`src/rtl/uart_pkg.sv`:
```
// Shared types for the UART transmit path: byte width and FSM state encodings.
// Latency: n/a (types and constants only).
// Backpressure: n/a.
package uart_pkg;

    localparam int UART_DATA_W = 8;

    // Launch FSM of the feeder; encoding 2'd3 is unused and recovers to ST_IDLE.
    typedef enum logic [1:0] {
        ST_IDLE        = 2'd0,
        ST_WAIT_ACTIVE = 2'd1,
        ST_WAIT_DONE   = 2'd2
    } feeder_state_e;

    // Serial transmitter frame phases.
    typedef enum logic [1:0] {
        TX_IDLE  = 2'd0,
        TX_START = 2'd1,
        TX_DATA  = 2'd2,
        TX_STOP  = 2'd3
    } tx_state_e;

endpackage

```
`src/rtl/uart_sync_fifo.sv`:
```
// Synchronous FIFO with separate up/down occupancy counter; full/empty derived from count.
// Latency: push visible in count/empty one cycle after the accepting edge; head data read combinationally.
// Backpressure: push ignored while full, pop ignored while empty.
module uart_sync_fifo #(
    parameter int DEPTH = 8,
    parameter int WIDTH = 8
) (
    input  logic                       clk,
    input  logic                       resetn,
    input  logic                       push_i,
    input  logic [WIDTH-1:0]           push_data_i,
    input  logic                       pop_i,
    output logic [WIDTH-1:0]           pop_data_o,
    output logic                       full_o,
    output logic                       empty_o,
    output logic [$clog2(DEPTH+1)-1:0] count_o
);

    localparam int PTR_W = $clog2(DEPTH);
    localparam int CNT_W = $clog2(DEPTH+1);

    logic [WIDTH-1:0] mem_q [DEPTH];
    logic [PTR_W-1:0] wr_ptr_q, wr_ptr_d;
    logic [PTR_W-1:0] rd_ptr_q, rd_ptr_d;
    logic [CNT_W-1:0] count_q, count_d;
    logic             push_ok;
    logic             pop_ok;

    assign full_o     = (count_q == CNT_W'(DEPTH));
    assign empty_o    = (count_q == '0);
    assign count_o    = count_q;
    assign pop_data_o = mem_q[rd_ptr_q];

    assign push_ok = push_i & ~full_o;
    assign pop_ok  = pop_i & ~empty_o;

    // Pointer and occupancy next-state; push and pop together leave the count unchanged.
    always_comb begin
        wr_ptr_d = wr_ptr_q;
        rd_ptr_d = rd_ptr_q;
        count_d  = count_q;
        if (push_ok) begin
            wr_ptr_d = wr_ptr_q + 1'b1;
        end
        if (pop_ok) begin
            rd_ptr_d = rd_ptr_q + 1'b1;
        end
        case ({push_ok, pop_ok})
            2'b10:   count_d = count_q + 1'b1;
            2'b01:   count_d = count_q - 1'b1;
            default: count_d = count_q;
        endcase
    end

    // Pointer and count registers; reset empties the FIFO without touching storage.
    always_ff @(posedge clk or negedge resetn) begin
        if (!resetn) begin
            wr_ptr_q <= '0;
            rd_ptr_q <= '0;
            count_q  <= '0;
        end else begin
            wr_ptr_q <= wr_ptr_d;
            rd_ptr_q <= rd_ptr_d;
            count_q  <= count_d;
        end
    end

    // Storage write; contents are don't-care while unoccupied so no reset is needed.
    always_ff @(posedge clk) begin
        if (push_ok) begin
            mem_q[wr_ptr_q] <= push_data_i;
        end
    end

endmodule

```
`src/rtl/uart_tx_feeder.sv`:
```
// Byte FIFO plus launch FSM feeding uart_tx; optional sticky overflow flag under UART_TX_FEEDER_OVERFLOW_EN.
// Latency: write at edge k -> count after k, launch (pop + tx_start_o) after k+1; relaunch the cycle after tx_done_i.
// Backpressure: writes while full_o are dropped; tx_start_o held until tx_active_i acknowledges.
module uart_tx_feeder import uart_pkg::*; #(
    parameter int DEPTH = 8
) (
    input  logic                       clk,
    input  logic                       resetn,
    input  logic                       wr_en_i,
    input  logic [UART_DATA_W-1:0]     wr_data_i,
    output logic                       full_o,
    output logic                       empty_o,
    output logic [$clog2(DEPTH+1)-1:0] count_o,
    output logic                       busy_o,
    output logic                       overflow_o,
    output logic                       tx_start_o,
    output logic [UART_DATA_W-1:0]     tx_data_o,
    input  logic                       tx_active_i,
    input  logic                       tx_done_i
);

    feeder_state_e          state_q, state_d;
    logic                   tx_start_q, tx_start_d;
    logic [UART_DATA_W-1:0] tx_data_q, tx_data_d;
    logic                   pop;
    logic                   fifo_full;
    logic                   fifo_empty;
    logic [UART_DATA_W-1:0] fifo_head;

    uart_sync_fifo #(
        .DEPTH (DEPTH),
        .WIDTH (UART_DATA_W)
    ) u_fifo (
        .clk         (clk),
        .resetn      (resetn),
        .push_i      (wr_en_i),
        .push_data_i (wr_data_i),
        .pop_i       (pop),
        .pop_data_o  (fifo_head),
        .full_o      (fifo_full),
        .empty_o     (fifo_empty),
        .count_o     (count_o)
    );

    assign full_o     = fifo_full;
    assign empty_o    = fifo_empty;
    assign busy_o     = ~fifo_empty | (state_q != ST_IDLE);
    assign tx_start_o = tx_start_q;
    assign tx_data_o  = tx_data_q;

    // Launch FSM: pop the head into tx_data and raise start, hold start until the transmitter goes active.
    always_comb begin
        state_d    = state_q;
        tx_start_d = tx_start_q;
        tx_data_d  = tx_data_q;
        pop        = 1'b0;
        case (state_q)
            ST_IDLE: begin
                if (!fifo_empty) begin
                    pop        = 1'b1;
                    tx_data_d  = fifo_head;
                    tx_start_d = 1'b1;
                    state_d    = ST_WAIT_ACTIVE;
                end
            end
            ST_WAIT_ACTIVE: begin
                if (tx_active_i) begin
                    tx_start_d = 1'b0;
                    state_d    = ST_WAIT_DONE;
                end
            end
            ST_WAIT_DONE: begin
                if (tx_done_i) begin
                    if (!fifo_empty) begin
                        pop        = 1'b1;
                        tx_data_d  = fifo_head;
                        tx_start_d = 1'b1;
                        state_d    = ST_WAIT_ACTIVE;
                    end else begin
                        state_d = ST_IDLE;
                    end
                end
            end
            default: begin
                tx_start_d = 1'b0;
                state_d    = ST_IDLE;
            end
        endcase
    end

    // FSM and transmitter-facing output registers; reset abandons any byte in flight.
    always_ff @(posedge clk or negedge resetn) begin
        if (!resetn) begin
            state_q    <= ST_IDLE;
            tx_start_q <= 1'b0;
            tx_data_q  <= '0;
        end else begin
            state_q    <= state_d;
            tx_start_q <= tx_start_d;
            tx_data_q  <= tx_data_d;
        end
    end

`ifdef UART_TX_FEEDER_OVERFLOW_EN
    logic overflow_q, overflow_d;

    // Sticky: any write attempt while the registered full flag is set.
    always_comb begin
        overflow_d = overflow_q | (wr_en_i & fifo_full);
    end

    // Overflow flag register, cleared only by reset.
    always_ff @(posedge clk or negedge resetn) begin
        if (!resetn) begin
            overflow_q <= 1'b0;
        end else begin
            overflow_q <= overflow_d;
        end
    end

    assign overflow_o = overflow_q;
`else
    assign overflow_o = 1'b0;
`endif

endmodule
```
`config.mk`:
```
export PLATFORM = sky130hd
export DESIGN_NAME = uart_tx_feeder
export DESIGN_NICKNAME = d
export VERILOG_FILES = /design/src/rtl/uart_pkg.sv /design/src/rtl/uart_sync_fifo.sv /design/src/rtl/uart_tx_feeder.sv
export SDC_FILE = /design/constraint.sdc
export NUM_CORES = 1
export LEC_CHECK = 0
export ABC_AREA = 1
export CAP_MARGIN = 25
export CORE_UTILIZATION = 47
export CTS_CLUSTER_SIZE = 20
export DETAILED_ROUTE_END_ITERATION = 8
export PLACE_DENSITY = 0.68
export SLEW_MARGIN = 0
export SYNTH_ARGS = -nofsm -noshare
export SYNTH_HDL_FRONTEND = slang
export SYNTH_SLANG_ARGS = --single-unit
```
`constraint.sdc`:
```
create_clock -name clk -period 3.05 [get_ports clk]
set_clock_uncertainty 0.15 [all_clocks]
set_input_delay 0.61 -clock clk [delete_from_list [all_inputs] [get_ports clk]]
set_output_delay 0.61 -clock clk [all_outputs]
set_load 0.005 [all_outputs]
```
==> results of run 1 <==
-- how the worst min path moves through the flow --
stage,endpoint,slack (ns)
after floorplan,state_q[0],0.16
after CTS,tx_data_o[6],0.34
after detailed placement,tx_data_o[6],0.31
after global placement,tx_data_o[6],0.31
after global routing,tx_data_o[4],0.31
final,tx_data_o[4],0.32
-- registers in the layout, summed over array words and instances (netlist names) --
register         flops
u_fifo.rd_ptr_q      3
u_fifo.mem_q        64
state_q              2
u_fifo.wr_ptr_q      3
tx_data_o            8
u_fifo.count_o       4
tx_start_o           1
-- cells by family after synthesis --
group | after synthesis
buffers and inverters | 79
DFF | 85
and+or+nand+nor | 197
AOI/OAI and AO/OA | 7
xor gates and xnor gates | 3
adders and majority gates | 6
other | 1
-- power breakdown --
group,switching (mW),total (mW),leakage [nW],internal [mW]
Clock,0.393,0.857,0.104,0.465
Sequential,0.192,1.71,0.835,1.52
Combinational,0.967,1.62,1.06,0.658
-- critical path, cell delays in order, from the launching register on --
cell and delay (ns):
dfrtp_1 0.46, nor2_2 0.17, nand3_2 0.12, inv_1 0.09, nand3_1 0.06, clkdlybuf4s50_1 0.45
-- metrics by stage --
step / total power, mW / hold WS (ns) / instances / utilization / area (um^2)
CTS: 4.24 / 0.335 / 520 / 0.568 / 4430
global route: 4.54 / 0.307 / 521 / 0.571 / 4460
floorplan: 2.88 / 0.164 / 378 / - / 3840
finish: 4.20 / 0.324 / 521 / 0.571 / 4460
detailed placement: 3.38 / 0.315 / 504 / 0.540 / 4220
global placement: 3.31 / 0.314 / 504 / 0.540 / 4220
-- metal layers --
layer	vias to the layer above	GRT usage
li1	1265	-
met1	1175	0.273
met2	66	0.277
met3	10	0.0328
met4	0	0.0924
met5	-	0
-- cell usage in the layout (no fill, tap or decap), types with 2 or more instances in the layout --
master,n
buf_4,10
bufinv_16,2
clkbuf_1,2
clkbuf_8,9
clkdlybuf4s50_1,28
clkinv_4,2
dfrtp_1,21
edfxtp_1,64
ha_1,5
inv_1,60
inv_2,2
inv_4,2
nand2_1,124
nand3_1,44
nand3_2,11
nor2_1,12
nor2_2,2
o21ai_0,5
xor2_1,2
-- final cells by class --
type                    instances  share of cell area
flip-flops and latches         85               0.549
multi-input cells             214               0.232
repair buffers                 39              0.0859
inverters                      65              0.0558
clock buffers                  11              0.0295
well taps                     102              0.0286
clock inverters                 5              0.0191
==> flow_summary_export.csv, run 1 <==
group,metric,value,unit
outcome,status,"completed",
logic_synthesis,syn-cell-area,0.00384,mm^2
logic_synthesis,synthCells,378,
layout,n_fill_cell,687,
global_route,antenna_found_initial,0,
drt,vias,2516,
drt,route.final.wire_length,7.11,mm
logic_synthesis,synth_top_family_by_area,"simple AND/OR/NAND/NOR gates",
placement,dpl_worst_slack,0.265,ns
logic_synthesis,synth_nets,397,
sta,hold_viol_final,0,
drt,drt-vias-per-instance,4.83,
placement,portBuffers,28,
critical_path,r2r-end,"u_fifo.count_o[3]",
power,max-vdd-ir-drop,348,uV
clock_network,cts_buffers,9,
floorplan,num_rows,32,
critical_path,reg2reg_slack,0.74,ns
min_path,hp-class,"input port to asynchronous set/reset pin",
critical_path,endpoint_kind,"output pin",
layout,areaGrowthSynthToFinish,16.2,%
drt,drt_iter0_drc,164,
drt,drc,0,
clock_network,cts_num_sinks,85,
logic_synthesis,yosysMostFrequentCell,"nand2_1",
sta,max_freq,407,MHz
layout,layout-drive-gt1-share,0.110,
critical_path,worst-path-max-fanout,5,
run,maxCapViolations,0,
global_route,grt_max_degree,35,
placement,dpl.hpwl,4.71,mm
logic_synthesis,ys_warn_count,0,
clock_network,cts_max_level,3,
logic_synthesis,synthAdderAreaFrac,0.0215,
floorplan,dieArea,0.00853,mm^2
clock_network,post-cts-setup-buffer-count,0,
sta,tightestPinTransition,0.739,ns
layout,antenna_cells,0,
logic_synthesis,yosysSeqAreaShare,0.638,
logic_synthesis,synth_area_per_cell,10.2,um^2
clock_network,hold_buffers,0,
placement,gp_congestion,0.757,
global_route,overflow,0,
clock_network,cts_resized,0,
layout,fin_nets,433,
logic_synthesis,synth.distinct_cells,26,
global_route,grt_pass1_vias,2476,
floorplan,die_y,92.4,um
logic_synthesis,ys_seq_elements,85,
power,p_per_area,941,mW/mm^2
sta,slew_viol_final,0,
critical_path,startpoint,"u_fifo.count_o[0]",
sta,rsz0062_at_grt,"false",
critical_path,ff2ff_path_depth,11,
sta,layout_min_cycle_time,2.46,ns
logic_synthesis,synth_xor_area_frac,0.00684,
power,p_leak,2.00,nW
drt,wl_met2,3.31,mm
critical_path,cp.arrival,1.70,ns
clock_network,root_buffer,"clkbuf_8",
logic_synthesis,synthFlopType,"edfxtp_1",
drt,first_pass_iters,4,
drt,maxUsedRoutingLayer,"met4",
floorplan,ios,30,
logic_synthesis,yosys.area_share.simple,0.231,
global_route,grt_usage,0.189,
drt,antenna_left,0,
sta,fin_ws,0.592,ns
logic_synthesis,synth.mux.area_fraction,0,
clock_network,clk_pin_slew_worst_paths,0.08,ns
sta,max_slew_margin,0.507,
clock_network,cts_tree,"yes",
critical_path,regToRegStartpoint,"u_fifo.count_o[0]",
drt,met1Wirelength,3.28,mm
clock_network,clock_latency,0.35,ns
drt,wl_per_cell,13.6,um
layout,register_area,0.00245,mm^2
logic_synthesis,synthDominantCellAreaShare,0.501,
sta,period_share,0.806,
logic_synthesis,synth_edf_count,64,
sta,tns,0,ns
logic_synthesis,synth_area_leader_cell,"edfxtp_1",
critical_path,cp.required,2.29,ns
critical_path,critPathCapture,"busy_o",
clock_network,cts_buffer_depth,2,
floorplan,core,0.00781,mm^2
critical_path,path_class,"register to output pin",
drt,wl_met3,397,um
logic_synthesis,synth-async-reset-ratio,0.247,
floorplan,initial_core_util,0.492,
critical_path,cp-start-kind,"register",
logic_synthesis,synth_compound_area_frac,0.00978,
sta,setup_violations,0,
layout,multi_input_area,0.00104,mm^2
floorplan,die_w,92.4,um
global_route,grt_pass1_wl,12.1,mm
logic_synthesis,yosys-top-cells-count,"nand2_1, edfxtp_1, inv_1, nand3_1, dfrtp_1",
logic_synthesis,synth_area_leaders,"edfxtp_1, dfrtp_1, nand2_1, inv_1, nand3_1",
Note: power is estimated with default switching activity, not from simulation.
==> run 2: changes to the inputs <==
--- a/config.mk
+++ b/config.mk
@@ -10,7 +10,7 @@
 export CORE_UTILIZATION = 47
 export CTS_CLUSTER_SIZE = 20
 export DETAILED_ROUTE_END_ITERATION = 8
-export PLACE_DENSITY = 0.68
+export PLACE_DENSITY = 0.7
 export SLEW_MARGIN = 0
 export SYNTH_ARGS = -nofsm -noshare
 export SYNTH_HDL_FRONTEND = slang
==> constraint.sdc (replaced) <==
create_clock -name clk -period 2.05 [get_ports clk]
set_clock_uncertainty 0.15 [all_clocks]
set_input_delay 0.41 -clock clk [delete_from_list [all_inputs] [get_ports clk]]
set_output_delay 0.41 -clock clk [all_outputs]
set_load 0.005 [all_outputs]
==> run 2 against run 1 <==
Sequential power increased by 47%; utilization up 1.4 points; final cell count is 2.1% higher; non-clock buffer count is 11 higher; die area stayed put; power rose by 55%; clock power up 41%; first-iteration DRC count is 3.0% higher; hold slack got worse by 0.077 ns; combinational power increased by 72%; sequential cell count did not move; via count is 1.2% higher; largest power group is now combinational cells.
==> flow_summary_export.csv, run 2 (synthesis gave the netlist of run 1 again) <==
group,metric,value,unit
sta,tightestPinTransition,0.561,ns
layout,largest_register_ffs,64,
drt,drc,0,
sta,fin_ws,0.0615,ns
critical_path,crit_chain,"nor2_2 -> nand3_2 -> buf_6 -> nand2_4 -> inv_4 -> ha_4 -> ha_4 -> or2_4 -> nand2_2 -> nand3_2 -> nand2_1 -> nand2_1 -> nand2_1",
drt,route.final.wire_length,7.57,mm
clock_network,clk_pin_slew_worst_paths,0.09,ns
critical_path,worst-path-max-fanout,4,
min_path,hp-class,"input port to asynchronous set/reset pin",
clock_network,cts_max_level,3,
clock_network,cts_buffer_depth,2,
critical_path,ff2ff_path_depth,13,
clock_network,cts_tree,"yes",
layout,fin_area,0.00457,mm^2
global_route,grt_usage,0.189,
global_route,grt_pass1_vias,2461,
floorplan,ios,30,
global_route,antenna_found_initial,0,
sta,period_share,0.970,
critical_path,r2r-end,"u_fifo.count_o[3]",
sta,max_freq,503,MHz
floorplan,die_w,92.4,um
run,maxCapViolations,0,
critical_path,cp.arrival,2.14,ns
power,max-vdd-ir-drop,552,uV
sta,setup_violations,0,
layout,fin_nets,444,
drt,drt_iter0_drc,169,
drt,first_pass_iters,4,
global_route,overflow,0,
outcome,status,"completed",
floorplan,die_y,92.4,um
critical_path,regToRegStartpoint,"u_fifo.count_o[1]",
drt,drt-vias-per-instance,4.78,
layout,layout_common_cells,"nand2_1, edfxtp_1, inv_1, nand3_1, clkdlybuf4s50_1",
clock_network,root_buffer,"clkbuf_8",
drt,vias,2545,
layout,antenna_cells,0,
placement,gp_congestion,0.758,
sta,rsz0062_at_grt,"true",
layout,n_fill_cell,633,
placement,placed_area,0.00432,mm^2
critical_path,cp.required,2.20,ns
placement,dpl_worst_slack,-0.270,ns
global_route,grt_pass1_wl,12.1,mm
global_route,grt_max_degree,34,
critical_path,cp-start-kind,"register",
drt,antenna_left,0,
sta,max_slew_margin,0.626,
sta,slew_viol_final,0,
layout,fin_util,0.585,
power,p_per_area,1430,mW/mm^2
sta,layout_min_cycle_time,1.99,ns
floorplan,initial_core_util,0.492,
layout,layout-drive-gt1-share,0.153,
clock_network,cts_buffers,9,
critical_path,crit_path_top_delay_cell,"dfrtp_1",
floorplan,num_rows,32,
sta,hold_viol_final,0,
floorplan,core,0.00781,mm^2
floorplan,dieArea,0.00853,mm^2
clock_network,cts_num_sinks,85,
critical_path,reg2reg_slack,0.06,ns
placement,portBuffers,28,
layout,layout_commonest_cell,"nand2_1",
sta,tns,0,ns
layout,areaGrowthSynthToFinish,19.1,%
drt,wl_per_cell,14.2,um
clock_network,hold_buffers,0,
layout,regMostFlops,"u_fifo.mem_q",
placement,dpl.hpwl,4.79,mm
critical_path,endpoint_kind,"register",
clock_network,clock_latency,0.35,ns
critical_path,max_stage_delay,0.40,ns
power,finalPower,6.52,mW
power,p_leak,2.07,nW
critical_path,path_class,"register to register",
critical_path,cpMostUsedCell,"nand2_1",
-- run 2: cell types whose count changed in the layout (fill, tap and decap cells not counted), moves of 3 or more --
cell             delta
ha_4                +3
buf_4              +11
dlygate4sd2_1       +3
clkdlybuf4s50_1     -4
ha_1                -3
-- run 2: area by class of cell --
| type | instances | area [um^2] | share of cell area |
|---|---|---|---|
| repair buffers | 50 | 448 | 0.0980 |
| inverters | 65 | 249 | 0.0545 |
| multi-input cells | 214 | 1090 | 0.239 |
| well taps | 102 | 128 | 0.0279 |
| clock buffers | 10 | 138 | 0.0301 |
| clock inverters | 6 | 70.1 | 0.0153 |
| flip-flops and latches | 85 | 2450 | 0.535 |
-- run 2: how the worst max path moves through the flow --
stage                      startpoint                end  slack, ns
floorplan           u_fifo.count_o[1]  u_fifo.count_o[3]       0.04
global placement            tx_done_i  u_fifo.count_o[2]      -0.21
detailed placement          tx_done_i  u_fifo.count_o[2]      -0.27
CTS                 u_fifo.count_o[0]  u_fifo.count_o[3]     -0.006
global route        u_fifo.count_o[1]  u_fifo.count_o[3]      -0.06
finish              u_fifo.count_o[1]  u_fifo.count_o[3]       0.06
-- run 2: repair_timing --
item                       in CTS  in global routing
setup buffers                   2                  1
setup endpoints to repair       3                  4
resized for setup               3                  7
pin swaps                       3                  3
gates cloned                    0                  0
-- run 2: worst max-delay path: cells and delay by family (launching register included) --
family	cells	cell delay, ns
simple gates	9	0.83
flops	1	0.40
fa+ha+maj	2	0.38
buf+inv	2	0.17
-- run 2: stage by stage --
| step | instances | hold WS (ns) |
|---|---|---|
| 4_1_cts | 532 | 0.254 |
| 6_report | 532 | 0.247 |
| 3_5_place_dp | 514 | 0.317 |
| 5_1_grt | 532 | 0.269 |
| 3_3_place_gp | 514 | 0.312 |
| 2_1_floorplan | 378 | -0.0356 |
-- run 2: power breakdown --
group          internal (mW)  switching (mW)
logic                   1.17            1.62
clock network          0.607           0.607
registers               2.27           0.249
-- run 2: routing by layer --
layer | up-vias | part of all wire | global-route usage | wire, um
li1 | 1286 | - | - | -
met4 | 0 | 0.015 | 0.0612 | 114
met3 | 11 | 0.048 | 0.0353 | 361
met5 | - | 0 | 0 | 0
met2 | 57 | 0.49 | 0.322 | 3720
met1 | 1191 | 0.45 | 0.245 | 3380
==> variant 1, RTL diff (config.mk and constraints of run 2) <==
The option `UART_TX_FEEDER_OVERFLOW_EN` is turned on by a define.
--- a/src/rtl/uart_tx_feeder.sv
+++ b/src/rtl/uart_tx_feeder.sv
@@ -1,6 +1,8 @@
 // Byte FIFO plus launch FSM feeding uart_tx; optional sticky overflow flag under UART_TX_FEEDER_OVERFLOW_EN.
 // Latency: write at edge k -> count after k, launch (pop + tx_start_o) after k+1; relaunch the cycle after tx_done_i.
 // Backpressure: writes while full_o are dropped; tx_start_o held until tx_active_i acknowledges.
+`define UART_TX_FEEDER_OVERFLOW_EN
+
 module uart_tx_feeder import uart_pkg::*; #(
     parameter int DEPTH = 8
 ) (
Formal check against the unedited RTL: same outputs for any inputs over 10 cycles, from zero or initial values and one cycle with resetn low; that may be too few to reach the edited logic, so the function may still have changed.
==> variant 1 against run 2 <==
  * Non-clock buffer count is 6 higher
  * Sequential share of layout area is 1.5 points higher
  * Wire length is 2.0% lower
  * First-iteration DRC count is 10% lower
  * Global-route usage is 0.30 points higher
  * Area after synthesis is 5.4% lower
  * Total power is 7.2% higher
  * Sequential cell count is 1 higher
  * Worst setup slack worse by 0.016 ns
  * Worst hold slack hardly changed
  * Cell area is 1.7% lower
  * Critical endpoint is now u_fifo.count_o[2]
  * Largest power group unchanged
==> variant 1: results (changes against run 2) <==
| Metric | Value |
|---|---|
| Initial antenna violation count | `0 (unchanged)` |
| Layout cell share with drive strength beyond 1 | `16.9% (was 15.3%)` |
| Via-to-Cell Ratio | `5.06 (was 4.78)` |
| GR Util All Layers | `19.2% (was 18.9%)` |
| Port bufs | `29 (was 28)` |
| Avg Inst Size Synth | `11.3 um2 (was 10.2 um2)` |
| Total CTS buffers | `9 (unchanged)` |
| Total wire length | `7.42 mm (was 7.57 mm)` |
| VDD IR max | `0.000532 V (was 0.000552 V)` |
| Ant diodes | `0 (unchanged)` |
| Syn Nets | `338 (was 397)` |
| Status | `completed (unchanged)` |
| Post-layout nets | `392 (was 444)` |
| Sequential share of the synthesized area | `68.1% (was 63.8%)` |
| Number of global-route vias before repair | `2282 (was 2461)` |
| Placed Area | `4130 um2 (was 4320 um2)` |
| Syn. warnings | `0 (unchanged)` |
| Setup WS pre-CTS | `-0.362 ns (was -0.270 ns)` |
| # H-tree levels | `3 (unchanged)` |
| Gr ovfl total | `0 (unchanged)` |
| Post-DP HPWL | `4.62 mm (was 4.79 mm)` |
| Final GP Congestion | `0.788 (was 0.758)` |
| Largest net degree at the start of global routing | `34 (unchanged)` |
| Worst EP arrival | `2.10 ns (was 2.14 ns)` |
| Final Non-Filler Cells | `478 (was 532)` |
| Synth async-reset ratio | `25.6% (was 24.7%)` |
| Synth unique cells | `23 (was 26)` |
| First-pass GRT wire length | `11.6 mm (was 12.1 mm)` |
| Max FO, Critical Path | `3 (was 4)` |
| Commonest cells in the netlist | `72 x nor2_1, 64 x edfxtp_1, 44 x nand2_1, 27 x nand3_1, 25 x o21ai_1 (was 124 x nand2_1, 64 x edfxtp_1, 60 x inv_1, 44 x nand3_1, 21 x dfrtp_1)` |
| Largest register by flop count | `u_fifo.mem_q (unchanged)` |
| Clock Tree Root | `clkbuf_8 (unchanged)` |
| Post-synth EDFFs | `64 (unchanged)` |
| TritonRoute pass-1 iters | `4 (unchanged)` |
| Synth area leaders | `edfxtp_1 53%, dfrtp_1 15%, nor2_1 7.4% (was edfxtp_1 50%, dfrtp_1 14%, nand2_1 12%)` |
| Worst Hold Class | `input pin to async pin (unchanged)` |
| Fillers | `602 (was 633)` |
| Clk Latency, worst-skew pair | `0.35 ns (about the same)` |
| Slew HR | `73.0% (was 62.6%)` |
| P_leak | `1.77 nW (was 2.07 nW)` |
| 1st-iter DRT viols | `152 (was 169)` |
| Placed cell count | `457 (was 514)` |
==> variant 1: per-layer routing <==
metal | wire length, um | vias to the layer above | GRT usage, %
li1 | - | 1188 | -
met1 | 3220 | 1141 | 26.5
met2 | 3580 | 77 | 30.3
met3 | 482 | 13 | 3.55
met4 | 137 | 0 | 7.93
met5 | 0 | - | 0
==> variant 1: final timing paths <==
| check | startpoint | end | slack, ns | cells past startpoint |
|---|---|---|---|---|
| min reg2reg | overflow_o | overflow_o | 0.31 | 1 |
| max | tx_done_i | u_fifo.count_o[2] | 0.05 | 13 |
| min in group clk | overflow_o | overflow_o | 0.31 | 1 |
| max reg2reg | u_fifo.count_o[1] | u_fifo.count_o[2] | 0.06 | 12 |
| max in group asynchronous | resetn | tx_data_o[1] | 1.28 | 2 |
| min | resetn | u_fifo.count_o[0] | 0.25 | 2 |
==> variant 1: worst max-delay path, cell delays in order <==
cell	delay [ns]
clkdlybuf4s50_1	0.45
inv_1	0.04
a21oi_2	0.14
nand2_2	0.07
inv_2	0.09
ha_4	0.16
nand2_1	0.09
inv_2	0.09
nor2_4	0.04
ha_2	0.17
a21oi_2	0.12
xor2_1	0.15
o21ai_1	0.07
==> variant 1: final cells by class <==
type / instances / area [um2] / share of cell area [%]
tap: 99 / 124 / 2.76
multi-input combinational: 205 / 1020 / 22.7
clock buffer: 10 / 128 / 2.84
timing repair buffer: 56 / 527 / 11.7
sequential: 86 / 2470 / 55.0
clock inverter: 6 / 159 / 3.54
inverter: 16 / 65.1 / 1.45
==> variant 1: what timing repair did <==
item                                   4_1_cts  5_1_grt
resized for setup                            5       10
cloned                                       0        0
setup endpoints to repair                    4        3
endpoints found under the hold margin        0        0
pin swaps                                    3        2
buffers inserted                             4        1
==> variant 1: metrics by stage <==
step / utilization [%] / hold slack [ns]
after floorplan: - / -0.0356
final: 61.0 / 0.247
after detailed placement: 56.0 / 0.297
after global placement: 56.0 / 0.291
after CTS: 60.3 / 0.250
after global routing: 61.0 / 0.277
==> variant 1: power by group <==
group	switching, mW	total [mW]	internal [mW]
Sequential	0.212	2.51	2.30
Clock	0.594	1.65	1.06
Combinational	1.60	2.82	1.22
Total	2.40	6.99	4.58
==> variant 1: logic make-up after synthesis <==
family | count (synthesis) | synth area share [%]
adders and majority gates | 5 | 1.72
AOI/OAI and AO/OA | 41 | 5.79
xor gates and xnor gates | 6 | 1.45
DFF | 86 | 68.1
buffers and inverters | 29 | 5.31
and+or+nand+nor | 153 | 17.6
==> variant 2, RTL diff (config.mk and constraints of run 2) <==
Made on the original files. Take the reset off `tx_data_q` and load it in a clocked block of its own.
--- a/src/rtl/uart_tx_feeder.sv
+++ b/src/rtl/uart_tx_feeder.sv
@@ -93,12 +93,14 @@
         if (!resetn) begin
             state_q    <= ST_IDLE;
             tx_start_q <= 1'b0;
-            tx_data_q  <= '0;
         end else begin
             state_q    <= state_d;
             tx_start_q <= tx_start_d;
-            tx_data_q  <= tx_data_d;
         end
+    end
+
+    always_ff @(posedge clk) begin
+        tx_data_q <= tx_data_d;
     end
 
 `ifdef UART_TX_FEEDER_OVERFLOW_EN
Check against the original RTL: differs if resetn is asserted again (counterexample within 4 cycles, from zero or initial values and one cycle with resetn low); with resetn held inactive, the same outputs for 10 cycles.
==> variant 2 against run 2 <==
  * Sequential cell count did not move
  * Cell area fell by 4.4%
  * Global-route usage rose by 0.72 points
  * First-iteration DRC count fell by 33%
  * Wire length fell by 8.0%
  * Area after synthesis fell by 7.9%
  * Final cell count fell by 9.0%
  * Total power fell by 2.8%
  * Worst setup slack improved by 0.0057 ns
  * Critical endpoint unchanged
  * Largest cell class unchanged
  * Largest power group unchanged
==> variant 2: results (changes against run 2) <==
| Metric | Value |
|---|---|
| Layout cell share with drive strength beyond 1 | `15.6% (was 15.3%)` |
| Number of global-route vias before repair | `2226 (was 2461)` |
| Post-synthesis adder-cell area fraction | `2.33% (was 2.15%)` |
| Worst r2r src | `u_fifo.count_o[1] (unchanged)` |
| Worst EP arrival | `2.08 ns (was 2.14 ns)` |
| Initial antenna violation count | `0 (unchanged)` |
| Largest net degree at the start of global routing | `34 (unchanged)` |
| Family with the most delay on the worst path | `simple AND/OR/NAND/NOR gates (unchanged)` |
| Setup WS pre-CTS | `-0.417 ns (was -0.270 ns)` |
| Synth area leaders | `edfxtp_1 61%, nand2_1 9.8%, dfrtp_1 9.2% (was edfxtp_1 50%, dfrtp_1 14%, nand2_1 12%)` |
| Clock Tree Root | `clkbuf_8 (unchanged)` |
| Reg2reg end | `u_fifo.count_o[3] (unchanged)` |
| Critical path's slowest cell | `dfrtp_1 (unchanged)` |
| Ant diodes | `0 (unchanged)` |
| Mux cell area share after synthesis | `0% (unchanged)` |
| Post-DP HPWL | `4.49 mm (was 4.79 mm)` |
| VDD IR max | `0.000770 V (was 0.000552 V)` |
| Synth unique cells | `20 (was 26)` |
| Placed Area | `4140 um2 (was 4320 um2)` |
| P_leak | `1.76 nW (was 2.07 nW)` |
| Min Clock Period, post-route | `1.98 ns (was 1.99 ns)` |
| Worst-Margin Slew | `0.600 ns (was 0.561 ns)` |
| Sw frac | `35.3% (was 38.0%)` |
| Post-layout nets | `399 (was 444)` |
| Final GP Congestion | `0.746 (was 0.758)` |
| Post-synth EDFFs | `72 (was 64)` |
| Syn. warnings | `0 (unchanged)` |
| Syn Nets | `339 (was 397)` |
| Compound-gate portion of the synthesized area | `6.01% (was 0.978%)` |
| Vias | `2373 (was 2545)` |
| Total wire length | `6.97 mm (was 7.57 mm)` |
| Status | `completed (unchanged)` |
| GR Util All Layers | `19.6% (was 18.9%)` |
| Largest register by flop count | `u_fifo.mem_q (unchanged)` |
| Synth async-reset ratio | `15.3% (was 24.7%)` |
| First-pass GRT wire length | `10.8 mm (was 12.1 mm)` |
| Max FO, Critical Path | `4 (unchanged)` |
| XOR/XNOR Fraction of Synth Area | `1.24% (was 0.684%)` |
| TritonRoute pass-1 iters | `4 (unchanged)` |
| R2R cell count | `12 (was 13)` |
| # H-tree levels | `3 (unchanged)` |
| Total CTS buffers | `9 (unchanged)` |
| Max FFs per register | `64 (unchanged)` |
| Reg clk slew, reported paths | `0.08 ns` |
| Sequential share of the synthesized area | `70.3% (was 63.8%)` |
| 1st-iter DRT viols | `114 (was 169)` |
| Commonest cells in the netlist | `92 x nand2_1, 72 x edfxtp_1, 52 x nor2_1, 24 x o21ai_1, 19 x inv_1 (was 124 x nand2_1, 64 x edfxtp_1, 60 x inv_1, 44 x nand3_1, 21 x dfrtp_1)` |
==> variant 2: power groups by stage <==
stage	logic, mW	registers, mW	clock network, mW
3_5_place_dp	2.58	2.56	0
5_1_grt	3.00	2.57	1.22
4_1_cts	2.64	2.53	1.15
2_1_floorplan	1.51	2.56	0
6_report	2.69	2.53	1.12
3_3_place_gp	2.51	2.55	0
==> variant 2: metrics by stage <==
step	power, mW	util, %	hold slack [ns]	instances
finish	6.34	60.2	0.285	484
global route	6.79	60.2	0.302	484
CTS	6.31	60.0	0.284	484
detailed placement	5.14	57.0	0.354	466
global placement	5.06	57.0	0.343	466
floorplan	4.07	-	-0.0356	320
==> variant 2: logic make-up (layout without fill, tap and decap cells) <==
family / count (synthesis) / in the layout
compound gates: 42 / 42
xor+xnor: 5 / 5
other cells: 1 / 1
buf+inv: 32 / 97
fa+ha+maj: 6 / 6
flops: 85 / 85
simple gates: 149 / 149
==> variant 2: worst register-to-register path: stages (launching register included) <==
cell     delay [ns]
dfrtp_1        0.40
nor2_2         0.16
nand3_2        0.10
buf_4          0.14
nand2_2        0.06
inv_2          0.05
ha_4           0.18
ha_4           0.22
or2_4          0.23
nand3_2        0.07
nand2_1        0.05
nand2_1        0.05
nand2_1        0.04
==> variant 2: worst max path at each step <==
stage	slack, ns	from	depth (start not counted)	endpoint
2_1_floorplan	0.05	u_fifo.count_o[1]	11	u_fifo.count_o[3]
3_3_place_gp	-0.37	tx_done_i	12	u_fifo.count_o[3]
3_5_place_dp	-0.42	tx_done_i	12	u_fifo.count_o[3]
4_1_cts	0.02	u_fifo.count_o[0]	9	u_fifo.count_o[2]
5_1_grt	-0.03	u_fifo.count_o[1]	5	busy_o
6_report	0.07	u_fifo.count_o[1]	12	u_fifo.count_o[3]
==> variant 2: area by class of cell <==
cell class,instances,area (um2)
Clock buffer,12,135
Clock inverter,4,48.8
Fill cell,591,2880
Inverter,21,78.8
Multi-Input combinational cell,203,966
Sequential cell,85,2490
Tap cell,99,124
Timing Repair Buffer,60,529
==> variant 2: what timing repair did <==
action / 4_1_cts / 5_1_grt
setup buffers: 2 / 0
pin swaps: 4 / 3
gates cloned: 0 / 0
endpoints found under the setup margin: 5 / 11
resized for setup: 7 / 8
==> variant 2: per-layer routing <==
metal | vias to the layer above | part of all wire, % | global-route usage, %
li1 | 1182 | - | -
met3 | 12 | 6.0 | 4.76
met5 | - | 0 | 0
met4 | 0 | 2.0 | 11.0
met2 | 77 | 48 | 31.2
met1 | 1102 | 44 | 24.8
